[src/rtl/sar_conversion_ctrl.sv]
// sar_conversion_ctrl: successive-approximation ADC conversion controller.
// Walks the R2R DAC trial code from MSB to LSB. For each bit it holds the trial
// code for a settle period, samples the comparator, then keeps or clears that bit.
// Optional macro SAR_COMP_SYNC_EN adds a 2-flop synchronizer on comp_in and
// stretches each settle period by two cycles to cover the synchronizer delay.
module sar_conversion_ctrl #(
    parameter int unsigned WIDTH         = 8,
    parameter int unsigned SETTLE_CYCLES = 2
) (
    input  logic             clk,
    input  logic             reset,
    input  logic             start,
    input  logic             comp_in,
    output logic [WIDTH-1:0] dac_code,
    output logic             busy,
    output logic             done,
    output logic [WIDTH-1:0] result
);

`ifdef SAR_COMP_SYNC_EN
    localparam int unsigned SETTLE_LEN = SETTLE_CYCLES + 2;
`else
    localparam int unsigned SETTLE_LEN = SETTLE_CYCLES;
`endif
    localparam int unsigned CNT_W = (SETTLE_LEN > 1) ? $clog2(SETTLE_LEN) : 1;
    localparam int unsigned IDX_W = $clog2(WIDTH);

    typedef enum logic [1:0] {
        ST_IDLE,
        ST_SETTLE,
        ST_DECIDE,
        ST_DONE
    } state_t;

    state_t           state;
    logic [IDX_W-1:0] idx;
    logic [CNT_W-1:0] cnt;
    logic             comp;
    logic [WIDTH-1:0] kept_code_c;
    logic [WIDTH-1:0] next_trial_c;

`ifdef SAR_COMP_SYNC_EN
    logic [1:0] comp_sync;

    // Two-flop synchronizer for the asynchronous comparator output
    always_ff @(posedge clk or posedge reset) begin
        if (reset) begin
            comp_sync <= 2'b00;
        end else begin
            comp_sync <= {comp_sync[0], comp_in};
        end
    end

    assign comp = comp_sync[1];
`else
    assign comp = comp_in;
`endif

    // Keep/clear the bit under test, then raise the next lower trial bit
    always_comb begin
        kept_code_c = dac_code;
        if (!comp) begin
            kept_code_c[idx] = 1'b0;
        end
        next_trial_c = kept_code_c | ((WIDTH'(1) << idx) >> 1);
    end

    // Conversion sequencer with registered handshake and DAC outputs
    always_ff @(posedge clk or posedge reset) begin
        if (reset) begin
            state    <= ST_IDLE;
            dac_code <= '0;
            result   <= '0;
            busy     <= 1'b0;
            done     <= 1'b0;
            idx      <= IDX_W'(WIDTH - 1);
            cnt      <= '0;
        end else begin
            case (state)
                ST_IDLE: begin
                    busy <= 1'b0;
                    done <= 1'b0;
                    if (start) begin
                        dac_code <= {1'b1, {(WIDTH-1){1'b0}}};
                        idx      <= IDX_W'(WIDTH - 1);
                        cnt      <= '0;
                        busy     <= 1'b1;
                        state    <= ST_SETTLE;
                    end
                end
                ST_SETTLE: begin
                    busy <= 1'b1;
                    if (cnt == CNT_W'(SETTLE_LEN - 1)) begin
                        cnt   <= '0;
                        state <= ST_DECIDE;
                    end else begin
                        cnt <= cnt + CNT_W'(1);
                    end
                end
                ST_DECIDE: begin
                    if (idx == '0) begin
                        dac_code <= kept_code_c;
                        result   <= kept_code_c;
                        busy     <= 1'b0;
                        done     <= 1'b1;
                        state    <= ST_DONE;
                    end else begin
                        dac_code <= next_trial_c;
                        idx      <= idx - IDX_W'(1);
                        busy     <= 1'b1;
                        state    <= ST_SETTLE;
                    end
                end
                ST_DONE: begin
                    busy  <= 1'b0;
                    done  <= 1'b0;
                    state <= ST_IDLE;
                end
                default: begin
                    busy  <= 1'b0;
                    done  <= 1'b0;
                    state <= ST_IDLE;
                end
            endcase
        end
    end

endmodule

[config.mk]
export PLATFORM = sky130hd
export DESIGN_NAME = sar_conversion_ctrl
export DESIGN_NICKNAME = d
export VERILOG_FILES = /design/src/rtl/sar_conversion_ctrl.sv
export SDC_FILE = /design/constraint.sdc
export NUM_CORES = 1
export LEC_CHECK = 0
export CORE_MARGIN = 2
export CORE_UTILIZATION = 52
export CTS_CLUSTER_SIZE = 12
export DETAILED_ROUTE_END_ITERATION = 6
export GPL_ROUTABILITY_DRIVEN = 0
export PLACE_DENSITY = 0.86
export SLEW_MARGIN = 10
export SYNTH_ARGS = -nofsm -noshare
export SYNTH_HDL_FRONTEND = slang
export SYNTH_SLANG_ARGS = --single-unit
[constraint.sdc]
create_clock -name clk -period 2.2 [get_ports clk]
set_input_delay 0.44 -clock clk [delete_from_list [all_inputs] [get_ports clk]]
set_output_delay 0.44 -clock clk [all_outputs]
set_load 0.03 [all_outputs]
==> metrics.txt, run 1 <==
leading area contributor after synthesis dfrtp_1; worst skew pair latency 0.31 ns; Residual DRC 0; WL per Instance 15.1 µm; core area 2410 µm²; Die Area 2890 µm²; post-DR vias/cell 5.86; CTS Hold Bufs 0; leakage 0.704 nW; CP cell instances clkdlybuf4s50_1; CTS tree yes; highest clock rate 0.538 GHz; reg2reg start idx[0]; final worst path period need 1.86 ns; IR drop worst, VDD 0.889 mV; Setup CP Type reg -> out; Hold Vio Cnt, Final 0; largest net degree at the start of global routing 25; Die W 53.8 µm; clock transition at the registers of the reported paths 0.13 ns; Filler cells 178; clock buffer count from CTS 3; Area Overhead vs Synth 21.2%; Crit path arrival time 1.42 ns; Syn Inst Count 122; Detail Route Antenna Nets 0; Async SR Flop Fraction 100%; initial drt markers 26; layout cells sized above 1 12.6%; count of cell types in the netlist 31; H-tree Lvls 1; DR vias 1013; placed cell area 1530 µm²; r2r endpoint result[7]; register area share after synthesis 46.9%; #FFs+latches synth 24; highest-delay cell along the critical path clkdlybuf4s50_1; Mapped Nets 135; top-count cell post-synth dfrtp_1; DP Cell Count 169; Required @ worst endpoint 1.76 ns; setup TNS 0 ns; Hold/Removal Path Class in -> async; post-CTS setup buffer count 0; IO Port Bufs 21; # rows 18; clk_skew 0.00115 ns; CTS Buffer Depth 2; R2R depth 4; Final nets 157; syn_area_per_cell 10.6 µm²; Post-synth EDFFs 0; status finished clean; list of most frequent post-synthesis cells dfrtp_1 (21), nand2_1 (13), ha_1 (9), inv_1 (8), o31ai_1 (8); pwr/cell area 1240 nW/µm²; CTS resizes 0; Synth top area share 40.8%; GRT Total Usage 20.5%; RSZ-0062 raised after global routing false; final core utilization 64.8%; total gr overflow 0; ANT cells 0; met2 GRT Util 33.3%; global-route wire length before repair 4.20 mm; final instance area 1560 µm²; GR Util met3 3.33%; Storage cell area 604 µm²; HPWL Detailed 1.97 mm; grt met1 use 26.9%; drt first pass iters 4; Root Driver clkbuf_4; Crit path buffers/inverters 1; Synth Flop Type dfrtp_1; CP top delay family buffers and inverters; Yosys warning count 0; clk sink count 24; CP endpoint kind output port; initial antenna violation count 0; Synth Cell Area 1290 µm²; crit path max fanout 3; synth top area cells dfrtp_1 (41%), ha_1 (8.7%), dfstp_2 (6.1%); Slew Viols, Final 0; Routed WL 2.61 mm; multi-input logic area 621 µm²; endpoints failing setup 0; worst slew pin tran 0.449 ns; Die Span Y 53.8 µm; Finished Layout Cells 173; R2R Setup Slk 0.41 ns; vias in the first global route 904; crit path launch type flop; Worst Slack Setup Final 0.343 ns; Tcrit/Tclk final 84.4%; CP peak stage delay 0.69 ns; slew margin rel. 69.5%; Max Cap Violations 0; Most Used Layer, Global Route met2; Initial Util 53.5%; io pins 22; worst slack at placement 0.346 ns
placed cells by master, fill, tap and decap left out, drive strengths merged, types with 3 or more instances in the layout:
| cell type | instances |
|---|---|
| nand2 | 13 |
| nor2 | 6 |
| o211ai | 4 |
| a22o | 7 |
| ha | 9 |
| o31ai | 8 |
| dfrtp | 21 |
| dfstp | 3 |
| clkbuf | 4 |
| nand4 | 5 |
| o21ai | 6 |
| nand2b | 3 |
| buf | 3 |
| clkdlybuf4s50 | 21 |
| mux2i | 3 |
| a21oi | 4 |
| inv | 8 |
registers in the layout (all words and copies together) (netlist names):
signal    count
cnt           1
dac_code      8
busy          1
result        8
idx           3
state         2
done          1
metal layers:
metal / up-vias / share of wire (%)
li1: 488 / -
met1: 480 / 44
met2: 39 / 48
met3: 6 / 5.0
met4: 0 / 2.2
met5: - / 0
through the flow:
step                total power [mW]  hold slack (ns)
floorplan                       1.41            0.450
global placement                1.66            0.468
detailed placement              1.71            0.478
CTS                             1.94            0.464
global route                    2.08            0.504
finish                          1.94            0.455
where the power goes:
group / internal (mW) / switching [mW]
Clock: 0.101 / 0.131
Sequential: 0.579 / 0.134
Combinational: 0.411 / 0.581
cell type report:
cell class / count / area share [%]
multi-input combinational: 83 / 39.7
sequential: 24 / 38.7
timing repair buffer: 24 / 14.9
tap: 30 / 2.40
clock buffer: 4 / 2.32
inverter: 8 / 1.92
cells by family (layout without fill, tap and decap cells):
family                   after synthesis  count (layout)  share of synthesized area (%)
flip-flops                            24              24                           46.9
adder cells (fa/ha/maj)                9               9                           8.74
buffers and inverters                 15              36                           4.95
multiplexers                           5               5                           4.37
AND/OR/NAND/NOR                       34              34                           15.6
AO/OA/AOI/OAI                         35              35                           19.4
how the worst max path moves through the flow:
stage	depth (start not counted)	to	startpoint	slack, ns
4_1_cts	1	dac_code[5]	dac_code[5]	0.32
6_report	1	dac_code[5]	dac_code[5]	0.34
3_5_place_dp	4	dac_code[0]	start	0.35
2_1_floorplan	5	result[7]	idx[0]	0.54
3_3_place_gp	4	dac_code[1]	start	0.41
5_1_grt	1	dac_code[5]	dac_code[5]	0.27
Note: power is estimated with default switching activity, not from simulation.
==> inputs of run 2 (changes only) <==
==> constraint.sdc (replaced) <==
create_clock -name clk -period 1.9 [get_ports clk]
set_input_delay 0.38 -clock clk [delete_from_list [all_inputs] [get_ports clk]]
set_output_delay 0.38 -clock clk [all_outputs]
set_load 0.03 [all_outputs]
==> run 2 against run 1 <==
Net effect: register-to-register slack worse by 0.24 ns; sequential power grew 7.7%; sequential share of layout area shrank 0.49 points; hold slack lost 0.062 ns; power rose by 16%; core utilization rose by 0.83 points; final cell count rose by 2.3%; final area is 1.3% higher; die area stayed put; worst setup slack lost 0.22 ns; critical endpoint unchanged; largest power group unchanged.
==> metrics.txt, run 2 (synthesis gave the netlist of run 1 again) <==
placed cell area 1560 µm² (+2.0%); core area 2410 µm² (unchanged); ANT cells 0 (unchanged); Final nets 161 (+2.5%); status finished clean; leakage 0.716 nW (+1.7%); Logic pwr share 55.8% (+4.6 points); CP top delay family buffers and inverters; Crit path buffers/inverters 1 (unchanged); DR vias 1078 (+6.4%); Hold Vio Cnt, Final 0 (unchanged); drt first pass iters 5 (+1); Area Overhead vs Synth 22.7%; Die W 53.8 µm (unchanged); GRT Total Usage 22.6% (+2.0 points); Clock Power Share 10.2% (-1.8 points); Required @ worst endpoint 1.52 ns (-0.24 ns); slew margin rel. 67.7% (-1.8 points); Hold/Removal Path Class in -> async; HPWL Detailed 2.10 mm (+6.5%); most frequent cells in the layout dfrtp_1 (21), clkdlybuf4s50_1 (21), nand2_1 (13), ha_1 (9); CTS Buffer Depth 2 (unchanged); worst slew pin tran 0.475 ns (+0.0262 ns); IR drop worst, VDD 1.15 mV (+29%); clk sink count 24 (unchanged); largest net degree at the start of global routing 25 (unchanged); Tcrit/Tclk final 93.4%; endpoints failing setup 0 (unchanged); layout cells sized above 1 14.3% (+1.7 points); clk_skew 0.00498 ns (+0.00382 ns); initial drt markers 37 (+42%); Initial Util 53.5% (unchanged); crit path launch type flop; Residual DRC 0 (unchanged); pwr/cell area 1430 nW/µm² (+15%); io pins 22 (unchanged); vias in the first global route 1054 (+17%); register share of total power 34.1% (-2.7 points); setup TNS 0 ns (unchanged); Filler cells 180 (+1.1%); initial antenna violation count 0 (unchanged); global-route wire length before repair 4.69 mm (+12%); Slew Viols, Final 0 (unchanged); CP cell instances clkdlybuf4s50_1; Setup CP Type reg -> out; CP peak stage delay 0.68 ns (about the same); clock buffer count from CTS 3 (unchanged); clock transition at the registers of the reported paths 0.13 ns (about the same); Routed WL 2.75 mm (+5.2%); highest-delay cell along the critical path clkdlybuf4s50_1; H-tree Lvls 1 (unchanged); final worst path period need 1.77 ns; CTS resizes 0 (unchanged); crit path max fanout 3 (unchanged); worst skew pair latency 0.31 ns (about the same); # rows 18 (unchanged); Storage cell area 604 µm² (unchanged); post-CTS setup buffer count 0 (unchanged); Max Cap Violations 0 (unchanged); multi-input logic area 621 µm² (unchanged); sw frac 44.1% (+0.39 points); Pwr Total 2.26 mW (+16%); final instance area 1580 µm² (+1.3%); RSZ-0062 raised after global routing false; Detail Route Antenna Nets 0 (unchanged); post-DR vias/cell 6.09 (+4.0%); Die Area 2890 µm² (unchanged); Root Driver clkbuf_4; Die Span Y 53.8 µm (unchanged); CP endpoint kind output port; Sw Pwr 0.994 mW (+17%); total gr overflow 0 (unchanged); CTS tree yes; WL per Instance 15.5 µm (+2.8%); highest clock rate 0.563 GHz; Crit path arrival time 1.39 ns (-0.03 ns); internal power 1.26 mW (+16%); CTS Hold Bufs 0 (unchanged); biggest regs dac_code x8, result x8, idx x3; IO Port Bufs 21 (unchanged)
==> run 2: power by group through the flow <==
stage / sequential, mW / clock, mW / combinational (mW)
6_report: 0.768 / 0.229 / 1.26
3_3_place_gp: 0.770 / 0 / 1.19
2_1_floorplan: 0.911 / 0 / 0.722
4_1_cts: 0.769 / 0.233 / 1.25
3_5_place_dp: 0.780 / 0 / 1.25
5_1_grt: 0.789 / 0.258 / 1.37
==> run 2: per-layer routing <==
layer | vias up | GRT usage [%] | wire length, µm
met4 | 0 | 11.1 | 62
met1 | 515 | 28.4 | 1160
met2 | 54 | 37.4 | 1330
met5 | - | 0 | 0
li1 | 498 | - | -
met3 | 11 | 3.61 | 196
==> run 2: final cells by class <==
class	instances	area share (%)
Clock buffer	4	1.66
Inverter	8	1.90
Multi-Input combinational cell	83	39.2
Sequential cell	24	38.2
Tap cell	30	2.37
Timing Repair Buffer	28	16.6
==> run 2: through the flow <==
| step | worst slack (ns) | hold slack, ns | instances | utilization, % |
|---|---|---|---|---|
| after floorplan | 0.242 | 0.392 | 122 | - |
| after global placement | 0.173 | 0.469 | 173 | 64.5 |
| after detailed placement | 0.117 | 0.477 | 173 | 64.5 |
| after CTS | 0.108 | 0.400 | 177 | 65.6 |
| after global routing | 0.0651 | 0.453 | 177 | 65.6 |
| final | 0.125 | 0.393 | 177 | 65.6 |
==> run 2: final timing paths <==
kind                       slack [ns]     endpoint  cells past startpoint   startpoint
max                              0.13  dac_code[5]                      1  dac_code[5]
min                              0.39    result[6]                      3        reset
max reg2reg                      0.17  dac_code[1]                      6     state[0]
min reg2reg                      0.50     state[1]                      1     state[1]
max in group asynchronous        1.21       idx[1]                      3        reset
min in group clk                 0.50     state[1]                      1     state[1]
==> run 2: worst reg2reg max path, delay by kind of cell (launching register included) <==
kind / cells / cell delay [ns]
buf+inv: 3 / 0.47
flops: 1 / 0.41
fa+ha+maj: 1 / 0.32
compound gates: 2 / 0.47
